`src/rtl/if_fetch_stage.sv`:
```
// Instruction-fetch stage: owns the PC, drives the synchronous imem and loads IF/ID.
// A one-entry skid buffer keeps the in-flight imem response across stalls.
module if_fetch_stage #(
  parameter logic [31:0] RESET_PC = 32'h0000_0000,
  parameter logic [31:0] NOP      = 32'h0000_0000
) (
  input  logic        Clk,
  input  logic        Reset,
  input  logic        PCSrc3,
  input  logic [31:0] BranchTarget,
  input  logic        Stall,
  input  logic [31:0] Instr_in,
  output logic [31:0] PC_out,
  output logic [31:0] IFID_Instr,
  output logic [31:0] IFID_PC4,
  output logic        IFID_Valid,
  output logic        Flush,
  output logic [15:0] BranchCount
);

  logic [31:0] pc;
  logic        fetch_valid;
  logic [31:0] fetch_pc;
  logic        skid_valid;
  logic [31:0] skid_instr;
  logic [31:0] skid_pc;

  logic [31:0] redirect_pc;
  logic [31:0] pc_plus4;
  logic [31:0] fetch_pc_plus4;
  logic [31:0] skid_pc_plus4;

  assign redirect_pc    = BranchTarget & ~32'h0000_0003;
  assign pc_plus4       = pc + 32'd4;
  assign fetch_pc_plus4 = fetch_pc + 32'd4;
  assign skid_pc_plus4  = skid_pc + 32'd4;

  assign PC_out = pc;
  assign Flush  = PCSrc3 & ~Reset;

  // PC and the record of which address the imem is answering this cycle.
  // A held PC during a stall is not counted as issued; it is reissued on release.
  always_ff @(posedge Clk) begin
    if (Reset) begin
      pc          <= RESET_PC;
      fetch_valid <= 1'b0;
      fetch_pc    <= 32'h0000_0000;
    end else if (PCSrc3) begin
      pc          <= redirect_pc;
      fetch_valid <= 1'b0;
    end else if (Stall) begin
      fetch_valid <= 1'b0;
    end else begin
      pc          <= pc_plus4;
      fetch_pc    <= pc;
      fetch_valid <= 1'b1;
    end
  end

  // Skid entry: catches the one response that arrives while IF/ID is frozen.
  always_ff @(posedge Clk) begin
    if (Reset) begin
      skid_valid <= 1'b0;
      skid_instr <= 32'h0000_0000;
      skid_pc    <= 32'h0000_0000;
    end else if (PCSrc3) begin
      skid_valid <= 1'b0;
    end else if (Stall) begin
      if (fetch_valid && !skid_valid) begin
        skid_valid <= 1'b1;
        skid_instr <= Instr_in;
        skid_pc    <= fetch_pc;
      end
    end else begin
      skid_valid <= 1'b0;
    end
  end

  // IF/ID register: the skid entry drains first so nothing is lost or duplicated.
  always_ff @(posedge Clk) begin
    if (Reset) begin
      IFID_Instr <= NOP;
      IFID_PC4   <= 32'h0000_0000;
      IFID_Valid <= 1'b0;
    end else if (PCSrc3) begin
      IFID_Instr <= NOP;
      IFID_Valid <= 1'b0;
    end else if (!Stall) begin
      if (skid_valid) begin
        IFID_Instr <= skid_instr;
        IFID_PC4   <= skid_pc_plus4;
        IFID_Valid <= 1'b1;
      end else begin
        IFID_Instr <= Instr_in;
        IFID_PC4   <= fetch_pc_plus4;
        IFID_Valid <= fetch_valid;
      end
    end
  end

  always_ff @(posedge Clk) begin
    if (Reset) begin
      BranchCount <= 16'h0000;
    end else if (PCSrc3) begin
      BranchCount <= BranchCount + 16'd1;
    end
  end

endmodule

```
`config.mk`:
```
export PLATFORM = sky130hd
export DESIGN_NAME = if_fetch_stage
export DESIGN_NICKNAME = d
export VERILOG_FILES = /design/src/rtl/if_fetch_stage.sv
export SDC_FILE = /design/constraint.sdc
export NUM_CORES = 1
export LEC_CHECK = 0
export ABC_AREA = 1
export CAP_MARGIN = 20
export CORE_UTILIZATION = 49
export CTS_BUF_LIST = sky130_fd_sc_hd__clkbuf_4 sky130_fd_sc_hd__clkbuf_8
export CTS_CLUSTER_DIAMETER = 80
export DETAILED_ROUTE_END_ITERATION = 8
export GPL_TIMING_DRIVEN = 1
export PLACE_DENSITY = 0.86
export SLEW_MARGIN = 20
export SYNTH_ARGS = -nofsm -noshare
export SYNTH_HDL_FRONTEND = slang
export SYNTH_SLANG_ARGS = --single-unit
export TNS_END_PERCENT = 30
```
`constraint.sdc`:
```
create_clock -name Clk -period 1.7 [get_ports Clk]
set_input_delay 0.34 -clock Clk [delete_from_list [all_inputs] [get_ports Clk]]
set_output_delay 0.34 -clock Clk [all_outputs]
set_load 0.05 [all_outputs]
```
== Word level (Yosys, flattened, before mapping) ==
Index checks and enable logic that the tools add are counted.

* Divide/modulo/power cells: 0
* Order comparisons: 0
* $mul: 0
* Multiplexer cells: 6
* Equal/unequal tests: 1
* Bitwise logic cells: 4
* Reductions and logical operators: 6
* Add/subtract/negate cells: 4
* Shift-type cells: 0

{| class="wikitable"
|+ Operator list
! operator !! count
|-
| 32-bit 2-to-1 mux || 4
|-
| 32-bit by 3-bit adder with 32-bit output (second input constant) || 3
|-
| 16-bit by 1-bit adder with 16-bit output (second input constant) || 1
|-
| 1-bit NOT || 3
|-
| 3-bit AND reduction || 1
|-
| 3-bit OR reduction || 1
|-
| 1-bit 2-to-1 mux || 2
|-
| 2-bit != test (second input constant) || 1
|-
| 2-bit AND reduction || 1
|-
| 2-bit OR reduction || 1
|-
| 1-bit AND || 1
|-
| 1-bit logical AND || 1
|-
| 1-bit zero test || 1
|}

* RAM bits: 0
* Input bits: 68
* Memory bits (read-only): 0
* Register bits after elaboration: 211
* Latch bits: 0
* Memories kept: 0

== Logic depth before layout (Yosys ltp) ==
Gate-level depths: netlist (run 1).

* Depth in word-level cells: 3
* Gate-level depth with buffers: 15
* Depth with buffers taken out: 14

== Worst setup path after synthesis (run 1) ==
Ideal clock, no wire load.

* Path type: register to register
* Start point: register pc[3], in the netlist PC_out[3]
* End point: register pc[30], in the netlist PC_out[30]
* Cell stages (with the launch flop): 13
* Library setup time: 110 ps
* Arrival: 1,901 ps
* Path buffers: 0
* Required time: 1,590 ps
* Setup slack: -310 ps
* Path through: dfxtp_1 > ha_1 > nand2_1 > inv_1 > nand3_1 > nor2_1 > nand2_1 > nor2_1 > nand2_1 > nand2_1 > nand3b_1 > nand2_1 > inv_1

* Longest elaborated chain between the ends: 3

{| class="wikitable"
|+ RTL lines
! what !! line !! source
|-
| start: declaration || 21 || <nowiki>logic [31:0] pc;</nowiki>
|-
| start signal: assignment || 49 || <nowiki>pc <= redirect_pc;</nowiki>
|-
| start signal: assignment || 54 || <nowiki>pc <= pc_plus4;</nowiki>
|-
| 32-bit by 3-bit adder with 32-bit output || 34 || <nowiki>assign pc_plus4 = pc + 32'd4;</nowiki>
|-
| 32-bit 2-to-1 mux || 51 || <nowiki>end else if (Stall) begin</nowiki>
|-
| 32-bit 2-to-1 mux || 48 || <nowiki>end else if (PCSrc3) begin</nowiki>
|}

Every way passes these cells. The select of a mux whose other input is x is not followed.
A chain may end at the register's enable or synchronous reset.

== Final worst setup path (run 1) ==
* Start point: register skid_valid
* End point: register IFID_PC4[21]

* Longest elaborated chain between the ends: 1

{| class="wikitable"
|+ RTL lines
! what !! line !! source
|-
| start: declaration || 24 || <nowiki>logic skid_valid;</nowiki>
|-
| start signal: assignment || 63 || <nowiki>skid_valid <= 1'b0;</nowiki>
|-
| start signal: assignment || 67 || <nowiki>skid_valid <= 1'b0;</nowiki>
|-
| start signal: assignment || 70 || <nowiki>skid_valid <= 1'b1;</nowiki>
|-
| 32-bit 2-to-1 mux || 89 || <nowiki>if (skid_valid) begin</nowiki>
|-
| end signal: assignment || 91 || <nowiki>IFID_PC4 <= skid_pc_plus4;</nowiki>
|-
| end signal: assignment || 95 || <nowiki>IFID_PC4 <= fetch_pc_plus4;</nowiki>
|-
| end: declaration || 15 || <nowiki>output logic [31:0] IFID_PC4,</nowiki>
|}

Every way passes these cells.

==> metrics.md, run 1 <==
| Metric | Value |
|---|---|
| CTS Buffer Depth | 3 |
| Wire length per cell | 14.0 um |
| Cell repeated most along the worst path | nand2_1 |
| Core Box Area | 0.0195 mm^2 |
| Hold Vio Cnt, Final | 0 |
| Setup CP Type | flop to flop |
| Post-Syn Area | 0.00971 mm^2 |
| Post-layout util | 70.9% |
| Average cell area after synthesis | 6.58 um^2 |
| Largest area contributor in the netlist | dfxtp_1 |
| Post-synthesis simple-gate area fraction | 32.2% |
| # fillers | 1,542 |
| Via count | 10,700 |
| GRT overflow | 0 |
| Post-Synth Adder-Cell Area | 0.386% |
| Synth warn | 0 |
| Worst-path maximum fanout | 20 |
| DRC errors left | 0 |
| RSZ-0062 raised after global routing | yes |
| Most frequent cells in the layout | 284 x nand2_1, 243 x buf_4, 233 x nor2_1, 189 x dfxtp_1, 177 x o21ai_0 |
| Setup TNS | -0.499 ns |
| Nets | 1,843 |
| Layout cell share with drive strength beyond 1 | 25.8% |
| Largest family of logic cells by synthesized area | simple AND/OR/NAND/NOR gates |
| Root Driver | clkbuf_8 |
| Total routed wirelength | 28,800 um |
| Final Skew | 0.0164 ns |
| FMAX | 0.556 GHz |
| Pwr dens | 848 mW/mm^2 |
| CTS Buf Count | 35 |
| Post-synthesis cell type count | 44 |
| Setup crit end kind | flop |
| Largest net degree at the start of global routing | 81 |
| Slowest stage cell on the critical path | dfxtp_4 |
| Worst-Skew Late Latency | 0.53 ns |
| Die span in x | 143 um |
| Area contributors post-synth | dfxtp_1 42%, nand2_1 13%, nor2_1 9.9%, o21ai_0 9.4%, inv_1 6.1% |
| Die Span Y | 143 um |
| Vias in the first global route | 9,582 |
| Worst hold path type | input pin to flop |
| Critical path data required time | 2.12 ns |
| Number of synthesized register bits | 203 |
| Compound-Gate Fraction of Synth Area | 14.5% |
| First DRT Iteration DRCs | 909 |
| Min Tclk post-route | 1.80 ns |
| Fin worst setup slack | -0.0994 ns |
| Worst path top cell family by delay | simple AND/OR/NAND/NOR gates |
| Leak | 6.33 nW |
| Max-cap viol count | 0 |
| Post-synthesis sequential area ratio | 41.8% |
| Die Area | 0.0204 mm^2 |
| H-tree lvl count | 2 |
| Main synth FF type | dfxtp_1 |
| Initial antenna violation count | 0 |
| CP Buf/Inv Count | 2 |
| Reg clk slew, reported paths | 0.06 ns |
| Global Route Usage Sum | 27.2% |
| TritonRoute pass-1 iters | 6 |
| Vias/cell | 5.19 |
| Count of final max-slew check failures | 0 |
| Num ports | 182 |
| CTS tree | done |
| Site Rows | 51 |
| Starting Density | 49.9% |
| Antenna Nets Post-Route | 0 |
| First-pass GRT wire length | 45,100 um |
| ANT cells | 0 |
| Commonest non-fill, non-tap cell in the layout | nand2_1 |
| Worst-margin pin slew | 0.559 ns |
| Worst stage delay on the critical path | 0.44 ns |
| Synth Area in XOR/XNOR | 0.902% |
| Multi-input gate area | 0.00506 mm^2 |
| Async set-reset flop share out of synthesis | 0% |
| Post-synth EDFFs | 0 |
| DP HPWL | 19,400 um |
| Mux contribution to synthesized area | 0% |
| CP arrival | 2.22 ns |
| Peak supply drop | 0.564 mV |
| Final setup viols | 15 |
| Crit path launch type | flop |
| Outcome | finished, violations left |
| Post-Synthesis Cells | 1,475 |
| Hold buffers post-CTS | 0 |
| Final period util | 106% |
| Pwr Total | 11.7 mW |
| GP Congestion | 0.895 |
| Area Growth Syn to Fin | 42.2% |
| # clock sinks | 203 |
| Top-area cell type share of the netlist area | 41.8% |
| I/O Buffers | 175 |
| Critical Path, Cell by Cell | buf_12 -> nand2_1 -> nand2_2 -> nand2_2 -> nor2_2 -> nand2_1 -> nor2_4 -> nand2_1 -> nand2_1 -> nand3_1 -> nand2_1 -> inv_1 |
| R2R setup slack | -0.1 ns |
| Slew HR | 62.7% |
| FF+latch area | 0.00409 mm^2 |
| Failing checks | negative setup slack |
[cell usage after synthesis, types with 2 or more instances]
cell,instances
nor3_2,2
dfxtp_1,203
buf_2,9
nor3_1,6
o21a_1,3
nor2_2,13
nand2_1,326
nand4_1,13
nand3_1,106
clkbuf_1,48
buf_1,8
o21ai_1,3
nor4_1,5
or2_2,4
buf_4,9
nand3b_1,3
clkinv_1,2
inv_2,5
o21bai_1,3
o21ai_0,183
xor2_1,6
a31oi_1,7
nor2_1,255
nand2_2,12
a21oi_1,49
buf_6,3
inv_1,158
ha_1,3
xnor2_1,4
a211oi_1,8
a22o_1,3
[timing repair]
item / CTS / global route
gates cloned: 1 / 1
resized for setup: 43 / 75
pin swaps: 15 / 29
buffers inserted: 11 / 6
endpoints found under the setup margin: 27 / 47
[worst paths after layout]
check	startpoint	to	cells past startpoint
max reg2reg	skid_valid	IFID_PC4[21]	12
min	Reset	BranchCount[3]	2
min reg2reg	skid_instr[16]	skid_instr[16]	2
max	skid_valid	IFID_PC4[21]	12
[cells by family (layout without fill, tap and decap cells)]
family / Yosys count / after routing
xor gates and xnor gates: 10 / 10
adders and majority gates: 3 / 3
and+or+nand+nor: 749 / 750
DFF: 203 / 203
buffers and inverters: 243 / 560
AOI/OAI and AO/OA: 266 / 266
other: 1 / 4
[cell type report]
class / count / area share, %
Timing Repair Buffer: 333 / 21.4
Inverter: 166 / 4.57
Clock inverter: 8 / 0.517
Sequential cell: 203 / 29.6
Tap cell: 265 / 2.40
Multi-Input combinational cell: 1033 / 36.7
Clock buffer: 53 / 4.88
[worst reg2reg max path, stage by stage (launching register included)]
cell and delay, ns:
dfxtp_4 0.44, buf_12 0.18, nand2_1 0.09, nand2_2 0.13, nand2_2 0.10, nor2_2 0.14
nand2_1 0.14, nor2_4 0.15, nand2_1 0.08, nand2_1 0.06, nand3_1 0.09, nand2_1 0.07
inv_1 0.03
[metrics by stage]
stage	cells	hold slack, ns	cell area [um^2]	setup slack, ns
floorplan	1478	0.424	9750	-0.0558
global placement	1981	0.436	12500	-0.330
detailed placement	1981	0.443	12500	-0.371
CTS	2054	0.192	13500	-0.0515
global route	2061	0.209	13800	-0.238
finish	2061	0.217	13800	-0.0994
[registers in the layout (all words and copies together) (netlist names)]
register / cells
BranchCount: 16
IFID_Instr: 32
IFID_PC4: 30
IFID_Valid: 1
PC_out: 30
fetch_pc: 30
fetch_valid: 1
skid_instr: 32
skid_pc: 30
skid_valid: 1
[routing by layer]
metal / share of wire (%) / global-route usage [%] / vias up
met4: 2.5 / 10.2 / 0
met5: 0 / 0 / -
met1: 43 / 35.5 / 4882
met2: 47 / 45.2 / 455
li1: - / - / 5297
met3: 7.5 / 4.49 / 61
[power by group]
part           total (mW)  switching [mW]  leakage [nW]  internal [mW]
sequential           5.11           0.149          1.66           4.96
clock                4.67            1.98         0.401           2.69
combinational        1.94            1.17          4.27          0.762
Power figures use the tool's default switching activity.
==> inputs of run 2 (changes only) <==
CORE_UTILIZATION = 45   (was 49)
CTS_CLUSTER_SIZE = 28   (was default)
PLACE_DENSITY = 0.8   (was 0.86)
SLEW_MARGIN = default   (was 20)
==> run 2 against run 1 <==
The flow still finishes with violations (negative setup slack). Non-clock buffer count unchanged. Routed wire length decreased by 4.1%. Fmax decreased by 4.0%. Critical path depth increased by 2. Sequential cell count unchanged. Via count decreased by 4.0%. Final area decreased by 3.1%. Worst hold slack got worse by 0.032 ns. Largest cell class unchanged.
==> metrics.md, run 2 (synthesized netlist as in run 1, its figures left out) <==
| Metric | Value |
|---|---|
| Pwr dens | 704 mW/mm^2 |
| GRT overflow | 0 |
| Fin worst setup slack | -0.174 ns |
| Layout cell share with drive strength beyond 1 | 24.4% |
| Critical path data required time | 2.11 ns |
| Sequential share of power | 54.2% |
| Site Rows | 53 |
| Gate power share | 20.4% |
| Die span in x | 149 um |
| Die Span Y | 149 um |
| Worst hold path type | input pin to flop |
| Root Driver | clkbuf_8 |
| I/O Buffers | 175 |
| WL met2 | 12,800 um |
| Num ports | 182 |
| Power share of the clock group | 25.4% |
| Antenna Nets Post-Route | 0 |
| FMAX | 0.534 GHz |
| Peak supply drop | 0.565 mV |
| Commonest non-fill, non-tap cell in the layout | nand2_1 |
| Area Growth Syn to Fin | 37.7% |
| Wire length per cell | 13.6 um |
| CTS tree | done |
| Worst-Skew Late Latency | 0.52 ns |
| DR WL met3 | 1550 um |
| First-pass GRT wire length | 43,900 um |
| Hold Vio Cnt, Final | 0 |
| CP arrival | 2.28 ns |
| Setup CP Type | flop to flop |
| Outcome | finished, violations left |
| First DRT Iteration DRCs | 627 |
| Min Tclk post-route | 1.87 ns |
| Final period util | 110% |
| Initial antenna violation count | 0 |
| Switch share | 30.9% |
| DRC errors left | 0 |
| Max-cap viol count | 0 |
| Global Route Usage Sum | 23.9% |
| Biggest regs | IFID_Instr x32, skid_instr x32 |
| Max Used Layer | met4 |
| RSZ-0062 raised after global routing | yes |
| Die Area | 0.0222 mm^2 |
| Nets | 1,820 |
| Largest net degree at the start of global routing | 83 |
| Fin Hold WS | 0.185 ns |
| Final setup viols | 20 |
| Setup TNS | -1.52 ns |
| DP HPWL | 19,400 um |
| Leak | 6.04 nW |
| P_sw | 2.91 mW |
| Internal power | 6.51 mW |
| Crit path launch type | flop |
| Worst-path maximum fanout | 8 |
| Hold buffers post-CTS | 0 |
| ANT cells | 0 |
| TritonRoute pass-1 iters | 5 |
| Count of final max-slew check failures | 0 |
| Starting Density | 46.1% |
| Slew HR | 63.1% |
| Core Box Area | 0.0211 mm^2 |
| Worst-margin pin slew | 0.553 ns |
| Reg clk slew, reported paths | 0.16 ns |
| Final Skew | 0.0302 ns |
| Most frequent cells in the layout | 284 x nand2_1, 235 x buf_4, 231 x nor2_1, 187 x dfxtp_1, 175 x o21ai_0 |
| CTS Buffer Depth | 3 |
| CTS Buf Count | 12 |
| Vias/cell | 5.07 |
| H-tree lvl count | 1 |
| Setup crit end kind | flop |
| Via count | 10,300 |
| # clock sinks | 203 |
| Failing checks | negative setup slack |
| Total routed wirelength | 27,600 um |
| Vias in the first global route | 9,075 |
| Metal1 wirelength | 12,700 um |
| GP Congestion | 0.895 |
[run 2: cell count changes in the layout (fill, tap and decap cells not counted), moves of 4 or more]
cell / before / now
nand3_2: 7 / 11
nor2_2: 17 / 23
buf_12: 21 / 25
clkbuf_8: 44 / 13
nand3_1: 99 / 95
clkinv_2: 6 / 0
buf_4: 243 / 235
nor2_4: 20 / 16
clkbuf_4: 9 / 0
[run 2: cell type report]
class                   instances  area [um^2]
well taps                     275          344
flip-flops and latches        203         4090
clock buffers                  13          179
multi-input cells            1033         5040
inverters                     166          631
fillers                      1859         7710
clock inverters                 4         57.6
repair buffers                333         3030
[run 2: path summary, 6_finish.rpt]
path            startpoint             to  slack (ns)  cells past startpoint
max             skid_valid   IFID_PC4[21]       -0.17                     14
min                  Reset    fetch_valid        0.18                      2
max reg2reg     skid_valid   IFID_PC4[21]       -0.17                     14
min reg2reg  skid_instr[8]  skid_instr[8]        0.46                      2
[run 2: metal layers]
layer  vias up  GRT usage [%]
li1       5230              -
met1      4665           34.4
met2       341           38.6
met3        35           2.45
met4         0           5.26
met5         -              0
[run 2: critical path: stages, from the launching register on]
cell	delay (ns)
dfxtp_4	0.43
inv_8	0.10
clkbuf_16	0.15
nand2_1	0.05
nand2_2	0.14
nand2_4	0.09
nor2_4	0.15
buf_6	0.12
nand2_2	0.06
nor2_4	0.16
nand2_1	0.08
nand2_1	0.07
nand3_2	0.06
nand2_1	0.07
inv_1	0.03
[run 2: metrics by stage]
stage / worst slack, ns / std cells / cell area (um^2) / util [%] / power [mW]
detailed placement: -0.377 / 1997 / 12600 / 59.8 / 7.06
floorplan: -0.0558 / 1478 / 9750 / - / 6.22
CTS: -0.130 / 2016 / 13000 / 61.5 / 9.45
global placement: -0.314 / 1997 / 12600 / 59.8 / 7.02
global route: -0.284 / 2027 / 13400 / 63.4 / 9.82
finish: -0.174 / 2027 / 13400 / 63.4 / 9.42
[run 2: what timing repair did]
item                       4_1_cts  5_1_grt
gates resized for setup         30       94
pin swaps                        7       35
gates cloned                     1        3
buffers inserted                 1        8
setup endpoints to repair       26       40
[run 2: power by group through the flow]
stage	logic, mW	registers, mW	clock network [mW]
6_report	1.92	5.10	2.39
3_5_place_dp	1.85	5.21	0
3_3_place_gp	1.82	5.20	0
2_1_floorplan	0.639	5.58	0
5_1_grt	2.07	5.13	2.62
4_1_cts	1.87	5.10	2.49
==> inputs of run 3 (changes only) <==
CELL_PAD_IN_SITES_DETAIL_PLACEMENT = 1   (was default)
CELL_PAD_IN_SITES_GLOBAL_PLACEMENT = 2   (was default)
CORE_UTILIZATION = 26   (was 45)
PLACE_DENSITY = 0.85   (was 0.8)
==> run 3 against run 2 <==
The run still ends with negative setup slack left. Count of clock-buffer cells in the layout up 5. Sequential cell count is the same. Via count up 0.81%.
==> metrics.md, run 3 (synthesized netlist as in run 1, its figures left out) <==
| Metric | Value |
|---|---|
| Outcome | finished, violations left |
| Leak | 6.20 nW |
| Site Rows | 70 |
| RSZ-0062 raised after global routing | yes |
| Fin Hold WS | 0.157 ns |
| Final setup viols | 25 |
| Die Span Y | 195 um |
| GRT overflow | 0 |
| Vias/cell | 4.61 |
| Commonest non-fill, non-tap cell in the layout | nand2_1 |
| TritonRoute pass-1 iters | 4 |
| Min Tclk post-route | 1.82 ns |
| Layout cell share with drive strength beyond 1 | 24.6% |
| Final Cell Area | 0.0139 mm^2 |
| P_sw | 3.44 mW |
| Gate power share | 19.4% |
| Antenna Nets Post-Route | 0 |
| DRC errors left | 0 |
| Peak supply drop | 0.484 mV |
| Final Skew | 0.0495 ns |
| Initial antenna violation count | 0 |
| Cells on worst reg2reg path | 13 |
| Via count | 10,400 |
| CTS tree | done |
| Num ports | 182 |
| Power share of the clock group | 31.2% |
| Worst hold path type | input pin to flop |
| Slowest stage cell on the critical path | clkdlybuf4s50_1 |
| Pwr Total | 10.3 mW |
| Wire length per cell | 15.3 um |
| Worst-Skew Late Latency | 0.58 ns |
| Setup TNS | -1.48 ns |
| Hold Path Depth | 2 |
| GP Congestion | 0.813 |
| Total routed wirelength | 34,300 um |
| Failing checks | negative setup slack |
| Max-cap viol count | 0 |
| H-tree lvl count | 1 |
| Internal power | 6.90 mW |
| Reg clk slew, reported paths | 0.17 ns |
| Critical path data required time | 1.36 ns |
| Count of final max-slew check failures | 0 |
| # clock sinks | 203 |
| Setup crit end kind | output port |
| Setup CP Type | input pin to output port |
| Final period util | 107% |
| FF+latch area | 0.00410 mm^2 |
| Area Growth Syn to Fin | 43.2% |
| CTS Buf Count | 16 |
| CP arrival | 1.48 ns |
| Largest net degree at the start of global routing | 66 |
| Die span in x | 195 um |
| Critical Path, Cell by Cell | clkdlybuf4s50_1 -> buf_6 -> inv_2 -> buf_4 -> nor2_4 -> buf_12 |
| FMAX | 0.550 GHz |
| Pwr dens | 744 mW/mm^2 |
| DP HPWL | 24,900 um |
| ANT cells | 0 |
| Vias in the first global route | 10,600 |
| Nets | 1,838 |
| First-pass GRT wire length | 55,200 um |
| Hold Vio Cnt, Final | 0 |
| Die Area | 0.0381 mm^2 |
| First DRT Iteration DRCs | 439 |
| Biggest regs | IFID_Instr x32, skid_instr x32 |
| Fin worst setup slack | -0.119 ns |
| Most frequent cells in the layout | 291 x nand2_1, 244 x buf_4, 236 x nor2_1, 184 x dfxtp_1, 176 x o21ai_0 |
| I/O Buffers | 175 |
| Crit path launch type | input pin |
| Global Route Usage Sum | 17.7% |
| Starting Density | 26.5% |
| # fillers | 4,588 |
| Switch share | 33.3% |
| CTS Buffer Depth | 3 |
| Multi-input gate area | 0.00501 mm^2 |
| Worst-path maximum fanout | 8 |
| Placed cell area | 0.0131 mm^2 |
| Sequential share of power | 49.4% |
| Worst stage delay on the critical path | 0.47 ns |
| Core Box Area | 0.0367 mm^2 |
| Root Driver | clkbuf_8 |
-- run 3: cell types whose count changed in the layout (fill, tap and decap cells not counted), moves of 3 or more --
| cell | previous run | this run |
|---|---|---|
| nand2_1 | 284 | 291 |
| nand3_2 | 11 | 8 |
| nand3_1 | 95 | 99 |
| clkbuf_8 | 13 | 17 |
| dfxtp_2 | 12 | 15 |
| nand2_2 | 48 | 40 |
| nor2_1 | 231 | 236 |
| nor2_2 | 23 | 17 |
| buf_12 | 25 | 32 |
| dfxtp_1 | 187 | 184 |
| buf_4 | 235 | 244 |
-- run 3: worst paths after layout --
check | startpoint | end | slack, ns
worst max register to register | skid_valid | IFID_PC4[22] | -0.12
worst min register to register | skid_instr[18] | skid_instr[18] | 0.46
worst max-delay path | PCSrc3 | Flush | -0.12
worst min-delay path | Reset | fetch_valid | 0.16
-- run 3: what timing repair did --
action	in CTS	in global routing
cloned	2	0
gates resized for setup	83	29
endpoints found under the setup margin	34	59
pin swaps	22	2
buffers inserted	6	1
hold buffers	0	0
endpoints found under the hold margin	0	0
-- run 3: final cells by class --
class | count | area share [%]
Clock buffer | 18 | 1.74
Multi-Input combinational cell | 1033 | 36.0
Sequential cell | 203 | 29.5
Inverter | 166 | 4.53
Timing Repair Buffer | 347 | 23.0
Clock inverter | 10 | 1.02
Tap cell | 468 | 4.21
-- run 3: through the flow --
| step | worst slack, ns | utilization, % | std cells |
|---|---|---|---|
| after CTS | -0.130 | 37.6 | 2244 |
| after global routing | -0.264 | 37.9 | 2245 |
| after global placement | -0.390 | 35.6 | 2208 |
| final | -0.119 | 37.9 | 2245 |
| after detailed placement | -0.447 | 35.6 | 2208 |
| after floorplan | -0.0558 | - | 1478 |
-- run 3: critical path, delay by kind of cell --
kind | cells | cell delay (ns)
and+or+nand+nor | 1 | 0.14
buffers and inverters | 5 | 0.99
-- run 3: per-layer routing --
| metal | up-vias | wire [um] | share of wire [%] | global-route usage (%) |
|---|---|---|---|---|
| met5 | - | 0 | 0 | 0 |
| met4 | 0 | 662 | 1.9 | 4.20 |
| met2 | 176 | 15600 | 46 | 29.8 |
| met1 | 4865 | 16800 | 49 | 24.0 |
| met3 | 46 | 1240 | 3.6 | 2.14 |
| li1 | 5267 | - | - | - |
-- run 3: power groups by stage --
stage | sequential (mW) | clock (mW) | combinational (mW)
after global routing | 5.13 | 3.56 | 2.18
after CTS | 5.10 | 3.38 | 2.01
after detailed placement | 5.21 | 0 | 1.96
after global placement | 5.20 | 0 | 1.93
final | 5.10 | 3.23 | 2.01
after floorplan | 5.58 | 0 | 0.639
